File: src/rtl/branch_resolve.sv
// ============================================================================
// Module   : branch_resolve
// Purpose  : Multi-cycle branch resolver: compare, decide, target, flush.
// Revision : 1.0 - initial release
// ============================================================================
`default_nettype none

module branch_resolve #(
  parameter int unsigned FLUSH_CYCLES = 2
) (
  input  logic        clock_i,
  input  logic        reset_i,
  input  logic        br_valid_i,
  output logic        br_ready_o,
  input  logic [2:0]  br_op_i,
  input  logic [31:0] br_a_i,
  input  logic [31:0] br_b_i,
  input  logic [31:0] br_pc_i,
  input  logic [16:0] br_imm_i,
  output logic        comp_enable_o,
  output logic [31:0] comp_a_o,
  output logic [31:0] comp_b_o,
  input  logic        comp_eq_i,
  input  logic        comp_gt_i,
  output logic        res_valid_o,
  output logic        res_taken_o,
  output logic [31:0] res_target_o,
  output logic        flush_o
);

  typedef enum logic [1:0] {
    S_IDLE  = 2'd0,
    S_CMP   = 2'd1,
    S_RES   = 2'd2,
    S_FLUSH = 2'd3
  } state_t;

  localparam logic [2:0] C_FLUSH_LOAD = 3'(FLUSH_CYCLES - 1);

  state_t      state_q, state_d;
  logic [2:0]  cnt_q, cnt_d;
  logic [2:0]  op_q;
  logic [31:0] a_q, b_q, pc_q, target_q;
  logic [16:0] imm_q;
  logic        eq_q, gt_q;
  logic        w_accept;
  logic        w_taken;

  // Direction from the flags captured during CMP.
  always_comb begin
    w_taken = 1'b0;
    case (op_q)
      3'd0:    w_taken = !eq_q;
      3'd1:    w_taken = !eq_q && !gt_q;
      3'd2:    w_taken = gt_q;
      3'd3:    w_taken = eq_q;
      3'd4:    w_taken = 1'b1;
      default: w_taken = 1'b0;
    endcase
  end

  always_comb begin
    state_d       = state_q;
    cnt_d         = cnt_q;
    w_accept      = 1'b0;
    br_ready_o    = 1'b0;
    comp_enable_o = 1'b0;
    comp_a_o      = 32'd0;
    comp_b_o      = 32'd0;
    res_valid_o   = 1'b0;
    flush_o       = 1'b0;
    case (state_q)
      S_IDLE: begin
        br_ready_o = !reset_i;
        if (br_valid_i && !reset_i) begin
          w_accept = 1'b1;
          state_d  = S_CMP;
        end
      end
      S_CMP: begin
        comp_enable_o = 1'b1;
        comp_a_o      = a_q;
        comp_b_o      = b_q;
        state_d       = S_RES;
      end
      S_RES: begin
        res_valid_o = 1'b1;
        state_d     = S_IDLE;
        if (w_taken) begin
          flush_o = 1'b1;
          cnt_d   = C_FLUSH_LOAD;
          if (FLUSH_CYCLES > 1) state_d = S_FLUSH;
        end
      end
      S_FLUSH: begin
        flush_o = 1'b1;
        cnt_d   = cnt_q - 3'd1;
        if (cnt_q <= 3'd1) state_d = S_IDLE;
      end
      default: state_d = S_IDLE;
    endcase
  end

  assign res_taken_o  = (state_q == S_RES) && w_taken;
  assign res_target_o = target_q;

  always_ff @(posedge clock_i) begin
    if (reset_i) begin
      state_q  <= S_IDLE;
      cnt_q    <= 3'd0;
      op_q     <= 3'd0;
      a_q      <= 32'd0;
      b_q      <= 32'd0;
      pc_q     <= 32'd0;
      imm_q    <= 17'd0;
      eq_q     <= 1'b0;
      gt_q     <= 1'b0;
      target_q <= 32'd0;
    end else begin
      state_q <= state_d;
      cnt_q   <= cnt_d;
      if (w_accept) begin
        op_q  <= br_op_i;
        a_q   <= br_a_i;
        b_q   <= br_b_i;
        pc_q  <= br_pc_i;
        imm_q <= br_imm_i;
      end
      // Comparator is combinational; flags are only trusted in CMP.
      if (state_q == S_CMP) begin
        eq_q     <= comp_eq_i;
        gt_q     <= comp_gt_i;
        target_q <= pc_q + {{15{imm_q[16]}}, imm_q};
      end
    end
  end

endmodule

`default_nettype wire
File: config.mk
export PLATFORM = sky130hd
export DESIGN_NAME = branch_resolve
export DESIGN_NICKNAME = d
export VERILOG_FILES = /design/src/rtl/branch_resolve.sv
export SDC_FILE = /design/constraint.sdc
export NUM_CORES = 1
export LEC_CHECK = 0
export ABC_AREA = 1
export CAP_MARGIN = 20
export CELL_PAD_IN_SITES_DETAIL_PLACEMENT = 0
export CELL_PAD_IN_SITES_GLOBAL_PLACEMENT = 1
export CORE_UTILIZATION = 38
export CTS_BUF_LIST = sky130_fd_sc_hd__clkbuf_8
export DETAILED_ROUTE_END_ITERATION = 12
export PLACE_DENSITY = 0.87
export SLEW_MARGIN = 30
export SYNTH_ARGS = -nofsm -noshare
export SYNTH_HDL_FRONTEND = slang
export SYNTH_SLANG_ARGS = --single-unit
File: constraint.sdc
create_clock -name clock_i -period 2.9 [get_ports clock_i]
set_input_delay 0.58 -clock clock_i [delete_from_list [all_inputs] [get_ports clock_i]]
set_output_delay 0.58 -clock clock_i [all_outputs]
set_load 0.01 [all_outputs]
* Word level (Yosys, flattened, before mapping)
Cells that the tools add are included.
** Storage, ports and cells
- Register bits after elaboration :: 155
- Input port bits :: 121
- Output and inout bits :: 101
- Word-level logic and storage cells :: 50
** Operators by class
- Add/subtract/negate cells :: 2
- $lt $le $gt $ge :: 1
- Eq/ne operators :: 10
- Multiplexer cells :: 16
- Reductions and logical operators :: 11
** Operators by type and width (count)
- $mux W32 :: 2
- $add A32 B32 Y32 :: 1
- $pmux W2 S4 :: 1
- $eq A3 B2 Y1 const B :: 2
- $mux W1 :: 6
- $mux W2 :: 3
- $ne A2 B2 Y1 const B :: 3
- $pmux W3 S2 :: 1
- $pmux W1 S5 :: 1
- $eq A2 B2 Y1 const B :: 2
- $reduce_and A2 Y1 :: 2
- $eq A3 B1 Y1 const B :: 1
- $eq A3 B3 Y1 const B :: 1
- $le A3 B1 Y1 const B :: 1
- $logic_and A1 B1 Y1 :: 3
- $logic_not A1 Y1 :: 3
- $logic_not A3 Y1 :: 1
- $mux W3 :: 1
- $sub A3 B1 Y3 const B :: 1
- $eq A2 B1 Y1 const B :: 1
- $logic_not A2 Y1 :: 1
- $pmux W1 S2 :: 1
- $reduce_bool A2 Y1 :: 1

* Logic depth before layout (Yosys ltp)
Gate-level depths: netlist (run 1).
- Depth after elaboration :: 5
- Gate-level depth with buffers :: 13
- Gate-level depth less buffers :: 13

* Worst setup path after synthesis (run 1)
OpenSTA, ideal clock, no wires.
- Kind :: register -> register
- From :: register imm_q[16]
- To :: register target_q[29] (netlist: res_target_o[29])
- Setup time :: 0.109 ns
- Arrival :: 1.732 ns
- Required time :: 2.791 ns
- Setup slack :: 1.059 ns
- Stages on the path, launching flop included :: 14
- Path buffers :: 0
- Path through :: dfxtp_1 > ha_1 > nand2_1 > inv_1 > nand2_1 > nand2_1 > nand2_1 > nand2_1 > a21oi_1 > nand2_1 > nand2_1 > nand3_1 > nand2_1 > inv_1
** On the way
- Longest elaborated chain between the ends :: 1
** Ends and longest elaborated chain
- start: declaration :: RTL line 44 : logic [16:0] imm_q;
- start signal: assignment :: RTL line 127 : imm_q <= br_imm_i;
- $add A32 B32 Y32 :: RTL line 133 : target_q <= pc_q + {{15{imm_q[16]}}, imm_q};
- end signal: assignment :: RTL line 133
- end: declaration :: RTL line 43 : logic [31:0] a_q, b_q, pc_q, target_q;
No other way between the ends.
A chain may end at the register's enable or synchronous reset.

* Worst setup path after layout (run 1)
- From :: register state_q[0]
- To :: output port comp_a_o[14]
** On the way
- Longest elaborated chain between the ends :: 2
** Ends and longest elaborated chain
- start: declaration :: RTL line 40 : state_t state_q, state_d;
- start signal: assignment :: RTL line 120 : state_q <= state_d;
- $eq A2 B1 Y1 :: RTL line 72 : case (state_q)
- $mux W32 :: RTL line 72
- end: declaration :: RTL line 21 : output logic [31:0] comp_a_o,
No other way between the ends.

==> impl_summary.log, run 1 <==
INFO  metric report.final.slew_viol_count = 0
INFO  metric max_clock_freq = 373.0 MHz
INFO  metric clock_sink_count = 155
INFO  metric worstMarginPinSlew = slightly below 0.6 ns
INFO  metric synth-seq-area-share = a little under two fifths
INFO  metric crit_path_start_kind = flip-flop
INFO  metric vias_per_cell = ~4.6
INFO  metric fin_crit = approximately 2.7 ns
INFO  metric number_of_enable_type_register_cells_in_the_synthesized_netlist = 0
INFO  metric critPathKind = flip-flop to output pin
INFO  metric cell_seen_most_often_among_critical_path_stages = inv_2
INFO  metric outcome = completed
INFO  metric post_cts.repair.setup_buffers = 0
INFO  metric finalNonFillerCells = approximately 1800
INFO  metric grt_antenna_before_repair = 0
INFO  metric die_area = 22670 um2
INFO  metric drt.antenna.violating_nets = 0
INFO  metric crit_path_end_kind = output pin
INFO  metric powerDensity = 466.7 nW/um2
INFO  metric ys_dominant_reg_cell = dfxtp_1
INFO  metric io_buffer_count = around 220
INFO  metric worst_clock_skew = 0.02084 ns
INFO  metric setup_repair_after_global_routing_missed_its_margin = false
INFO  metric top_cell_types_by_occurrence_after_synthesis = 259 x nor2_1, 224 x nand2_1, 202 x inv_1, 155 x dfxtp_1, 105 x o21ai_1
INFO  metric setup_viols_final = 0
INFO  metric worst_setup_hold_path_clk_slew = around 0.10 ns
INFO  metric avg_synthesized_cell_area = roughly 6.5 um2
INFO  metric grt_first_pass_wirelength = about 38000 um
INFO  metric final_nets = around 1600
INFO  metric detailed_placement_wirelength_estimate = between 15000 and 20000 um
INFO  metric drive_gt1_share = 6.693%
INFO  metric hold_violations = 0
INFO  metric timing.hold.worst.class = flip-flop to flip-flop
INFO  metric routed_wirelength = roughly 23000 um
INFO  metric die_height = 150.6 um
INFO  metric post_synth_instance_area = about 8400 um2
INFO  metric synth.most_common_cell = nor2_1
INFO  metric first_global_vias = between 7000 and 8000
INFO  metric final_area = roughly 11000 um2
INFO  metric critical-path-slowest-cell = clkdlybuf4s50_1
INFO  metric cts_inserted_buffers = 17
INFO  metric synth.area.top_cells = dfxtp_1 37%, nor2_1 12%, nand2_1 10%
INFO  metric clk_path_buf_depth = 2
INFO  metric drt_first_pass_iters = 7
INFO  metric finalCritPeriodShare = between 90% and 100%
INFO  metric place_congestion = 0.8785
INFO  metric clock_insertion_delay_worst_skew = about 0.47 ns
INFO  metric area_growth = 33.10%
INFO  metric initial_core_utilization = between 30 and 40%
INFO  metric synth.yosys.warnings = 0
INFO  metric synth_top_cell_area_share = a little under two fifths
INFO  metric irDropWorstVdd = around 0.25 mV
INFO  metric worstPathRequired = roughly 2.3 ns
INFO  metric timing.hold.worst_path_depth = 2
INFO  metric data_arrival_time_at_the_worst_slack_endpoint = 2.10 ns
INFO  metric placeableCoreArea = 21350 um2
INFO  metric final.fill_count = between 2000 and 2500
INFO  metric syn_nets = ~1400
INFO  metric dieWidth = approximately 150 um
INFO  metric r2r_start = pc_q[0]
INFO  metric pin_count_of_the_biggest_net_entering_global_routing = 54
INFO  metric synth_cell_types = 36
INFO  metric synthArstFlopShare = 0%
INFO  metric yosys.area.top_type = dfxtp_1
INFO  metric max_fo_critical_path = 33
INFO  metric grt_util_all_layers = a little over a fifth
INFO  metric worst_hold_path.endpoint = a_q[19]
INFO  metric setup_tns = 0 ns
INFO  metric design.portCount = about 220
INFO  metric antenna_cells = 0
INFO  metric hold_path.startpoint = a_q[19]
INFO  metric cts.root.buffer_cell = clkbuf_8
INFO  metric maxSlewHeadroom = between 60 and 70%
INFO  metric r2r.worst_path.cells = 12
INFO  metric floorplan.rows = between 50 and 60
INFO  metric cellLeakagePower = between 5 and 6 nW
INFO  metric drv.max_cap_violation_count = 0
INFO  metric cts_tree = done
INFO  metric worst_path_largest_cell_delay = 0.55 ns
INFO  metric wl_per_cell = between 10 and 15 um
INFO  metric post_dp_cell_area = between 10000 and 15000 um2
INFO  metric globalRoute.totalOverflow = 0
INFO  metric h-tree-depth = 4
INFO  metric place.detailed.instances = 1737
INFO  metric critical_path.reg2reg.endpoint = res_target_o[20]
INFO  metric total_vias_in_the_final_route = between 8000 and 9000
INFO  metric synth.ff_latch_count = 155
INFO  metric setup.reg_to_reg.worst_slack = roughly 0.78 ns
INFO  metric drt_drc_violations_left = 0
INFO  metric netlist_instances = between 1000 and 1500
INFO  metric count_of_routing_violations_after_the_opening_detailed_route_iteration = between 300 and 400
INFO  metric worstPathCellList = inv_2 -> nor2_4 -> inv_2 -> buf_4 -> nor2_1 -> clkdlybuf4s50_1
## through the flow
step	total power [W]	hold slack (ns)	util [%]	setup slack, ns
3_5_place_dp	0.003625	0.4417	50.42	0.1832
3_3_place_gp	0.003606	0.4380	50.42	0.1745
5_1_grt	0.005531	0.4670	52.29	0.02402
2_1_floorplan	0.003151	0.4301	-	1.059
4_1_cts	0.005288	0.4569	52.28	0.08975
6_report	0.005210	0.4576	52.29	0.2193
## cells in the final DEF (no fill, tap or decap), types with 2 or more instances in the layout
| master | instances |
|---|---|
| buf_4 | 13 |
| nor2_1 | 259 |
| inv_2 | 12 |
| inv_6 | 2 |
| clkdlybuf4s50_1 | 221 |
| nand3_2 | 5 |
| clkinvlp_4 | 2 |
| clkbuf_8 | 18 |
| buf_12 | 2 |
| dfxtp_1 | 154 |
| nand4_1 | 3 |
| a21oi_1 | 93 |
| inv_8 | 6 |
| xnor2_1 | 3 |
| nand2_1 | 224 |
| clkinv_4 | 2 |
| ha_1 | 33 |
| nand3_1 | 38 |
| nor3_2 | 2 |
| xor2_1 | 12 |
| clkinv_8 | 2 |
| a31oi_1 | 2 |
| a21o_1 | 2 |
| inv_1 | 201 |
| o21bai_1 | 2 |
| nor2_2 | 8 |
| o211ai_1 | 3 |
| nor2_4 | 3 |
| nand2_2 | 15 |
| o21ai_1 | 105 |
| o21ai_0 | 34 |
## layout make-up
| cell class | count | area (um2) | area share, % |
|---|---|---|---|
| multi-input combinational | 856 | 4160 | 37.26 |
| sequential | 155 | 3104 | 27.80 |
| timing repair buffer | 236 | 2350 | 21.05 |
| inverter | 215 | 808.3 | 7.240 |
| tap | 275 | 344.1 | 3.082 |
| clock buffer | 18 | 247.7 | 2.219 |
| clock inverter | 14 | 150.1 | 1.345 |
## critical path: cells and delay by family (launching register included)
kind          cells  cell delay [ns]
buf+inv           4             0.93
flops             1             0.39
simple gates      2             0.31
## registers in the layout, summed over array words and instances, names as in the netlist
| name | flops |
|---|---|
| a_q | 32 |
| b_q | 32 |
| pc_q | 32 |
| imm_q | 17 |
| res_target_o | 32 |
| op_q | 3 |
| gt_q | 1 |
| state_q | 2 |
| cnt_q | 3 |
| eq_q | 1 |
## worst max path at each step
stage               startpoint                to
CTS                 state_q[0]      comp_a_o[22]
detailed placement     reset_i        br_ready_o
global placement       reset_i        br_ready_o
finish              state_q[0]      comp_a_o[14]
global route        state_q[1]           flush_o
floorplan            imm_q[16]  res_target_o[29]
## logic make-up after synthesis
kind of cell,Yosys count,share of synthesized area (%)
XOR/XNOR,15,1.566
AO/OA/AOI/OAI,245,15.11
AND/OR/NAND/NOR,562,27.60
flip-flops,155,36.99
adder cells (fa/ha/maj),34,5.161
buffers and inverters,270,13.57
## routing by layer
layer | wire length [um] | part of all wire [%] | GRT usage [%]
met1 | 10520 | 45 | 26.08
met2 | 10790 | 46 | 36.47
met3 | 1659 | 7.2 | 6.364
met4 | 236 | 1.0 | 4.850
met5 | 0 | 0 | 0
## where the power goes
part	total, W	switching, W	internal (W)
registers	0.00239	0.0000842	0.00231
logic	0.00117	0.000643	0.000530
clock network	0.00164	0.000974	0.000670
total	0.00521	0.00170	0.00351
## repair_timing
| action | 4_1_cts | 5_1_grt |
|---|---|---|
| hold buffers | 0 | 0 |
| resized for setup | 0 | 1 |
| endpoints found under the setup margin | 0 | 7 |
Note: power is estimated with default switching activity, not from simulation.
==> run 2: changes to the inputs <==
--- a/config.mk
+++ b/config.mk
@@ -12,7 +12,7 @@
 export CORE_UTILIZATION = 38
 export CTS_BUF_LIST = sky130_fd_sc_hd__clkbuf_8
 export DETAILED_ROUTE_END_ITERATION = 12
-export PLACE_DENSITY = 0.87
+export PLACE_DENSITY = 0.9
 export SLEW_MARGIN = 30
 export SYNTH_ARGS = -nofsm -noshare
 export SYNTH_HDL_FRONTEND = slang
==> run 2 against run 1 <==
Clock skew increased by 0.0017 ns. Maximum frequency decreased by 1.4%. Sequential share of layout area decreased by 0.13 points. Clock power increased by 2%. Critical endpoint is now comp_a_o[3]. Largest cell class unchanged. Largest power group unchanged.
==> impl_summary.log, run 2 (synthesized netlist as in run 1, its figures left out) <==
INFO  metric outcome = completed
INFO  metric cts.root.buffer_cell = clkbuf_8
INFO  metric fin_crit = 2.719 ns (+0.03861 ns)
INFO  metric cts_inserted_buffers = 17 (unchanged)
INFO  metric drt.antenna.violating_nets = 0 (unchanged)
INFO  metric post_cts_hold_buffer_count = 0 (unchanged)
INFO  metric final_nets = 1639 (+0.18%)
INFO  metric report.final.slew_viol_count = 0 (unchanged)
INFO  metric worst_setup_hold_path_clk_slew = 0.09 ns (about the same)
INFO  metric final.fill_count = 2209 (-0.18%)
INFO  metric worstPathRequired = 2.32 ns (about the same)
INFO  metric io_buffer_count = 221 (unchanged)
INFO  metric maxSlewHeadroom = 63.65% (+2.1 points)
INFO  metric drv.max_cap_violation_count = 0 (unchanged)
INFO  metric setup_viols_final = 0 (unchanged)
INFO  metric count_of_routing_violations_after_the_opening_detailed_route_iteration = 417 (+38%)
INFO  metric worstMarginPinSlew = 0.5453 ns (-0.03137 ns)
INFO  metric placeableCoreArea = 21350 um2 (unchanged)
INFO  metric vias_per_cell = 4.599 (-0.18%)
INFO  metric setup_tns = 0 ns (unchanged)
INFO  metric timing.hold.worst_path_depth = 2 (unchanged)
INFO  metric highest_signal_layer = met4
INFO  metric cts_tree = done
INFO  metric routed_wirelength = 23370 um (+0.73%)
INFO  metric holdWs = 0.4548 ns (-0.002771 ns)
INFO  metric met3_wl = 1607 um (-3.1%)
INFO  metric met1Wirelength = 10470 um (-0.50%)
INFO  metric dieWidth = 150.6 um (unchanged)
INFO  metric initial_core_utilization = 39.28% (unchanged)
INFO  metric wl_per_cell = 13.19 um (+0.56%)
INFO  metric grt_first_pass_wirelength = 37430 um (-1.1%)
INFO  metric data_arrival_time_at_the_worst_slack_endpoint = 2.14 ns (+0.04 ns)
INFO  metric hold_violations = 0 (unchanged)
INFO  metric detailed_placement_wirelength_estimate = 17670 um (+0.62%)
INFO  metric crit_path_start_kind = flip-flop
INFO  metric max_fo_critical_path = 16 (-52%)
INFO  metric clock_insertion_delay_worst_skew = 0.48 ns (about the same)
INFO  metric mostFrequentLayoutCell = nor2_1
INFO  metric clk_path_buf_depth = 2 (unchanged)
INFO  metric crit_path_end_kind = output pin
INFO  metric die_area = 22670 um2 (unchanged)
INFO  metric die_height = 150.6 um (unchanged)
INFO  metric finalCritPeriodShare = 93.77% (+1.3 points)
INFO  metric drt_drc_violations_left = 0 (unchanged)
INFO  metric cellLeakagePower = 5.181 nW (+0.99%)
INFO  metric layout.cells.most_common_list = 259 x nor2_1, 224 x nand2_1, 220 x clkdlybuf4s50_1
INFO  metric grt_antenna_before_repair = 0 (unchanged)
INFO  metric powerDensity = 468.9 nW/um2 (+0.49%)
INFO  metric irDropWorstVdd = 0.2695 mV (+7.0%)
INFO  metric area_growth = 33.74%
INFO  metric timing.hold.worst.class = flip-flop to flip-flop
INFO  metric drive_gt1_share = 6.814% (+0.12 points)
INFO  metric design.portCount = 222 (unchanged)
INFO  metric total_vias_in_the_final_route = 8149 (-0.012%)
INFO  metric drt_first_pass_iters = 5 (-2)
INFO  metric clock_sink_count = 155 (unchanged)
INFO  metric globalRoute.totalOverflow = 0 (unchanged)
INFO  metric first_global_vias = 7531 (-2.5%)
INFO  metric floorplan.rows = 53 (unchanged)
INFO  metric critPathKind = flip-flop to output pin
INFO  metric setup_repair_after_global_routing_missed_its_margin = false
INFO  metric pin_count_of_the_biggest_net_entering_global_routing = 64 (+19%)
INFO  metric worst_clock_skew = 0.02251 ns (+0.001671 ns)
INFO  metric place_congestion = 0.8682 (-1.2%)
INFO  metric r2r.worst_path.cells = 12 (unchanged)
INFO  metric max_clock_freq = 367.7 MHz (-1.4%)
INFO  metric antenna_cells = 0 (unchanged)
INFO  metric met2_length = 10990 um (+1.9%)
INFO  metric grt_util_all_layers = 21.35% (+0.052 points)
INFO  metric h-tree-depth = 4 (unchanged)
-- run 2: path summary, 6_finish.rpt --
path,slack (ns),endpoint,start
max,0.18,comp_a_o[3],state_q[0]
min,0.45,b_q[6],b_q[6]
max reg2reg,0.80,res_target_o[24],imm_q[0]
min reg2reg,0.45,b_q[6],b_q[6]
-- run 2: power by group --
group | total, W | switching (W) | internal, W
Clock | 0.00168 | 0.000965 | 0.000712
Sequential | 0.00239 | 0.0000863 | 0.00231
Combinational | 0.00119 | 0.000647 | 0.000542
Total | 0.00526 | 0.00170 | 0.00356
-- run 2: layout make-up --
| cell class | instances | area [um2] | share of cell area (%) |
|---|---|---|---|
| clock buffer | 17 | 234.0 | 2.086 |
| clock inverter | 15 | 152.6 | 1.361 |
| inverter | 215 | 810.8 | 7.227 |
| multi-input combinational | 856 | 4160 | 37.08 |
| sequential | 155 | 3104 | 27.67 |
| tap | 275 | 344.1 | 3.067 |
| timing repair buffer | 239 | 2412 | 21.50 |
-- run 2: timing repair --
action	CTS	global route
gates resized for setup	1	3
pin swaps	0	0
setup buffers	0	0
endpoints found under the setup margin	2	15
-- run 2: critical path: stages, from the launching register on --
cell,delay [ns]
dfxtp_2,0.40
inv_2,0.06
nor2_4,0.19
inv_4,0.13
buf_4,0.21
nor2_1,0.13
clkdlybuf4s50_1,0.55
-- run 2: per-stage QoR --
stage               worst slack, ns  cell area (um2)  power (W)  utilization, %  instances
detailed placement           0.1802            10830   0.003642           50.70       1740
finish                       0.1807            11220   0.005261           52.54       1772
floorplan                     1.059             8388   0.003151               -       1281
global placement             0.1753            10830   0.003622           50.70       1740
CTS                         0.06233            11210   0.005331           52.51       1772
global route               0.004232            11220   0.005589           52.54       1772
-- run 2: per-layer routing --
metal | GRT usage (%) | vias up
met5 | 0 | -
met4 | 6.350 | 0
met3 | 6.333 | 27
met2 | 36.11 | 213
met1 | 25.99 | 3541
li1 | - | 4368
==> run 3: changes to the inputs <==
--- a/config.mk
+++ b/config.mk
@@ -17,3 +17,4 @@
 export SYNTH_ARGS = -nofsm -noshare
 export SYNTH_HDL_FRONTEND = slang
 export SYNTH_SLANG_ARGS = --single-unit
+export TNS_END_PERCENT = 1
==> run 3 against run 2 <==
Largest power group unchanged. Setup slack worse by 0.042 ns. Utilization hardly changed. Routed wire length about the same. First-iteration DRC count is the same. Hold slack about the same. Combinational power is essentially flat. Cell area about the same. Critical path type unchanged.
==> impl_summary.log, run 3 (synthesized netlist as in run 1, its figures left out) <==
INFO  metric outcome = completed
INFO  metric data_arrival_time_at_the_worst_slack_endpoint = 2.18 ns (+0.04 ns)
INFO  metric post_cts.repair.setup_buffers = 0 (unchanged)
INFO  metric drive_gt1_share = 6.814% (unchanged)
INFO  metric finalCritPeriodShare = 95.22% (+1.5 points)
INFO  metric die_area = 22670 um2 (unchanged)
INFO  metric detailed_placement_wirelength_estimate = 17670 um (unchanged)
INFO  metric first_global_vias = 7531 (unchanged)
INFO  metric final.fill_count = 2208 (-0.045%)
INFO  metric crit_path_end_kind = output pin
INFO  metric hold_violations = 0 (unchanged)
INFO  metric worst_clock_skew = 0.02258 ns (+0.00006970 ns)
INFO  metric drt_drc_violations_left = 0 (unchanged)
INFO  metric globalRoute.totalOverflow = 0 (unchanged)
INFO  metric cellLeakagePower = 5.181 nW (about the same)
INFO  metric report.final.slew_viol_count = 0 (unchanged)
INFO  metric antenna_cells = 0 (unchanged)
INFO  metric layout.cells.most_common_list = 259 x nor2_1, 224 x nand2_1, 220 x clkdlybuf4s50_1
INFO  metric final_nets = 1639 (unchanged)
INFO  metric wl_per_cell = 13.19 um (about the same)
INFO  metric grt_antenna_before_repair = 0 (unchanged)
INFO  metric die_height = 150.6 um (unchanged)
INFO  metric crit_path_start_kind = flip-flop
INFO  metric fin_crit = 2.761 ns (+0.04212 ns)
INFO  metric drv.max_cap_violation_count = 0 (unchanged)
INFO  metric drt_first_pass_iters = 5 (unchanged)
INFO  metric setup_repair_after_global_routing_missed_its_margin = true
INFO  metric routed_wirelength = 23370 um (about the same)
INFO  metric maxSlewHeadroom = 63.63% (about the same)
INFO  metric post_cts_hold_buffer_count = 0 (unchanged)
INFO  metric pin_count_of_the_biggest_net_entering_global_routing = 64 (unchanged)
INFO  metric dieWidth = 150.6 um (unchanged)
INFO  metric vias_per_cell = 4.597 (about the same)
INFO  metric max_fo_critical_path = 16 (unchanged)
INFO  metric max_clock_freq = 362.1 MHz (-1.5%)
INFO  metric floorplan.rows = 53 (unchanged)
INFO  metric cts_inserted_buffers = 17 (unchanged)
INFO  metric cts_tree = done
INFO  metric clk_path_buf_depth = 2 (unchanged)
INFO  metric mostFrequentLayoutCell = nor2_1
INFO  metric count_of_routing_violations_after_the_opening_detailed_route_iteration = 417 (unchanged)
INFO  metric worstMarginPinSlew = 0.5456 ns (+0.0003143 ns)
INFO  metric grt_first_pass_wirelength = 37430 um (unchanged)
INFO  metric drt.antenna.violating_nets = 0 (unchanged)
INFO  metric initial_core_utilization = 39.28% (unchanged)
INFO  metric placeableCoreArea = 21350 um2 (unchanged)
INFO  metric clock_sink_count = 155 (unchanged)
INFO  metric seqCellArea = 3104 um2 (unchanged)
INFO  metric post_place_worst_slack = 0.1802 ns (unchanged)
INFO  metric clock_insertion_delay_worst_skew = 0.48 ns (about the same)
INFO  metric total_vias_in_the_final_route = 8145 (-0.049%)
INFO  metric io_buffer_count = 221 (unchanged)
INFO  metric design.portCount = 222 (unchanged)
INFO  metric finalNonFillerCells = 1772 (unchanged)
INFO  metric critPathKind = flip-flop to output pin
INFO  metric setup_viols_final = 0 (unchanged)
INFO  metric place_congestion = 0.8682 (unchanged)
INFO  metric setup_tns = 0 ns (unchanged)
INFO  metric powerDensity = 469.0 nW/um2 (about the same)
INFO  metric grt_util_all_layers = 21.35% (unchanged)
INFO  metric timing.hold.worst.class = flip-flop to flip-flop
INFO  metric finalPower = 0.005260 W (about the same)
INFO  metric worstPathRequired = 2.32 ns (about the same)
INFO  metric footprint_of_the_multi_input_gates = 4160 um2 (unchanged)
INFO  metric worst_setup_hold_path_clk_slew = 0.09 ns (about the same)
INFO  metric area_growth = 33.71% (about the same)
INFO  metric h-tree-depth = 4 (unchanged)
INFO  metric place.detailed.instances = 1740 (unchanged)
INFO  metric irDropWorstVdd = 0.2692 mV (-0.10%)
INFO  metric final_worst_setup_slack = 0.1386 ns (-0.04212 ns)
INFO  metric cts.root.buffer_cell = clkbuf_8
## run 3: cell counts in the layout (fill, tap and decap cells not counted)
No cell type changed its count.
## run 3: worst paths after layout
check | startpoint | end | slack [ns] | depth (start not counted)
worst max-delay path | state_q[0] | comp_a_o[3] | 0.14 | 6
worst min-delay path | b_q[6] | b_q[6] | 0.45 | 2
worst max register to register | imm_q[0] | res_target_o[24] | 0.80 | 12
worst min register to register | b_q[6] | b_q[6] | 0.45 | 2
## run 3: critical path, cell delays in order, from the launching register on
cell and delay (ns):
dfxtp_2 0.40, inv_2 0.06, nor2_4 0.17, inv_2 0.17, buf_4 0.23, nor2_1 0.13
clkdlybuf4s50_1 0.55
## run 3: power by group
| part | total (W) | switching, W | leakage (nW) | internal (W) |
|---|---|---|---|---|
| Sequential | 0.00239 | 0.0000863 | 1.27 | 0.00231 |
| Clock | 0.00168 | 0.000965 | 0.201 | 0.000712 |
| Combinational | 0.00119 | 0.000647 | 3.71 | 0.000542 |
## run 3: cell type report
class                           count  area share (%)
Multi-Input combinational cell    856           37.09
Timing Repair Buffer              239           21.51
Sequential cell                   155           27.68
Clock buffer                       17           2.086
Clock inverter                     15           1.361
Tap cell                          275           3.068
Inverter                          215           7.207
## run 3: metal layers
metal	GRT usage, %	part of all wire [%]	vias to the layer above
met3	6.333	6.9	25
met5	0	0	-
met1	25.99	45	3543
met4	6.350	1.3	0
li1	-	-	4368
met2	36.11	47	209
## run 3: metrics by stage
stage | area, um2 | util, % | hold WS, ns
after floorplan | 8388 | - | 0.4301
after global placement | 10830 | 50.70 | 0.4388
after detailed placement | 10830 | 50.70 | 0.4455
after CTS | 11210 | 52.51 | 0.4599
after global routing | 11220 | 52.53 | 0.4741
final | 11220 | 52.53 | 0.4548
## run 3: timing repair
| action | in CTS | in global routing |
|---|---|---|
| resized for setup | 1 | 1 |
| setup endpoints to repair | 2 | 15 |
| endpoints found under the hold margin | 0 | 0 |
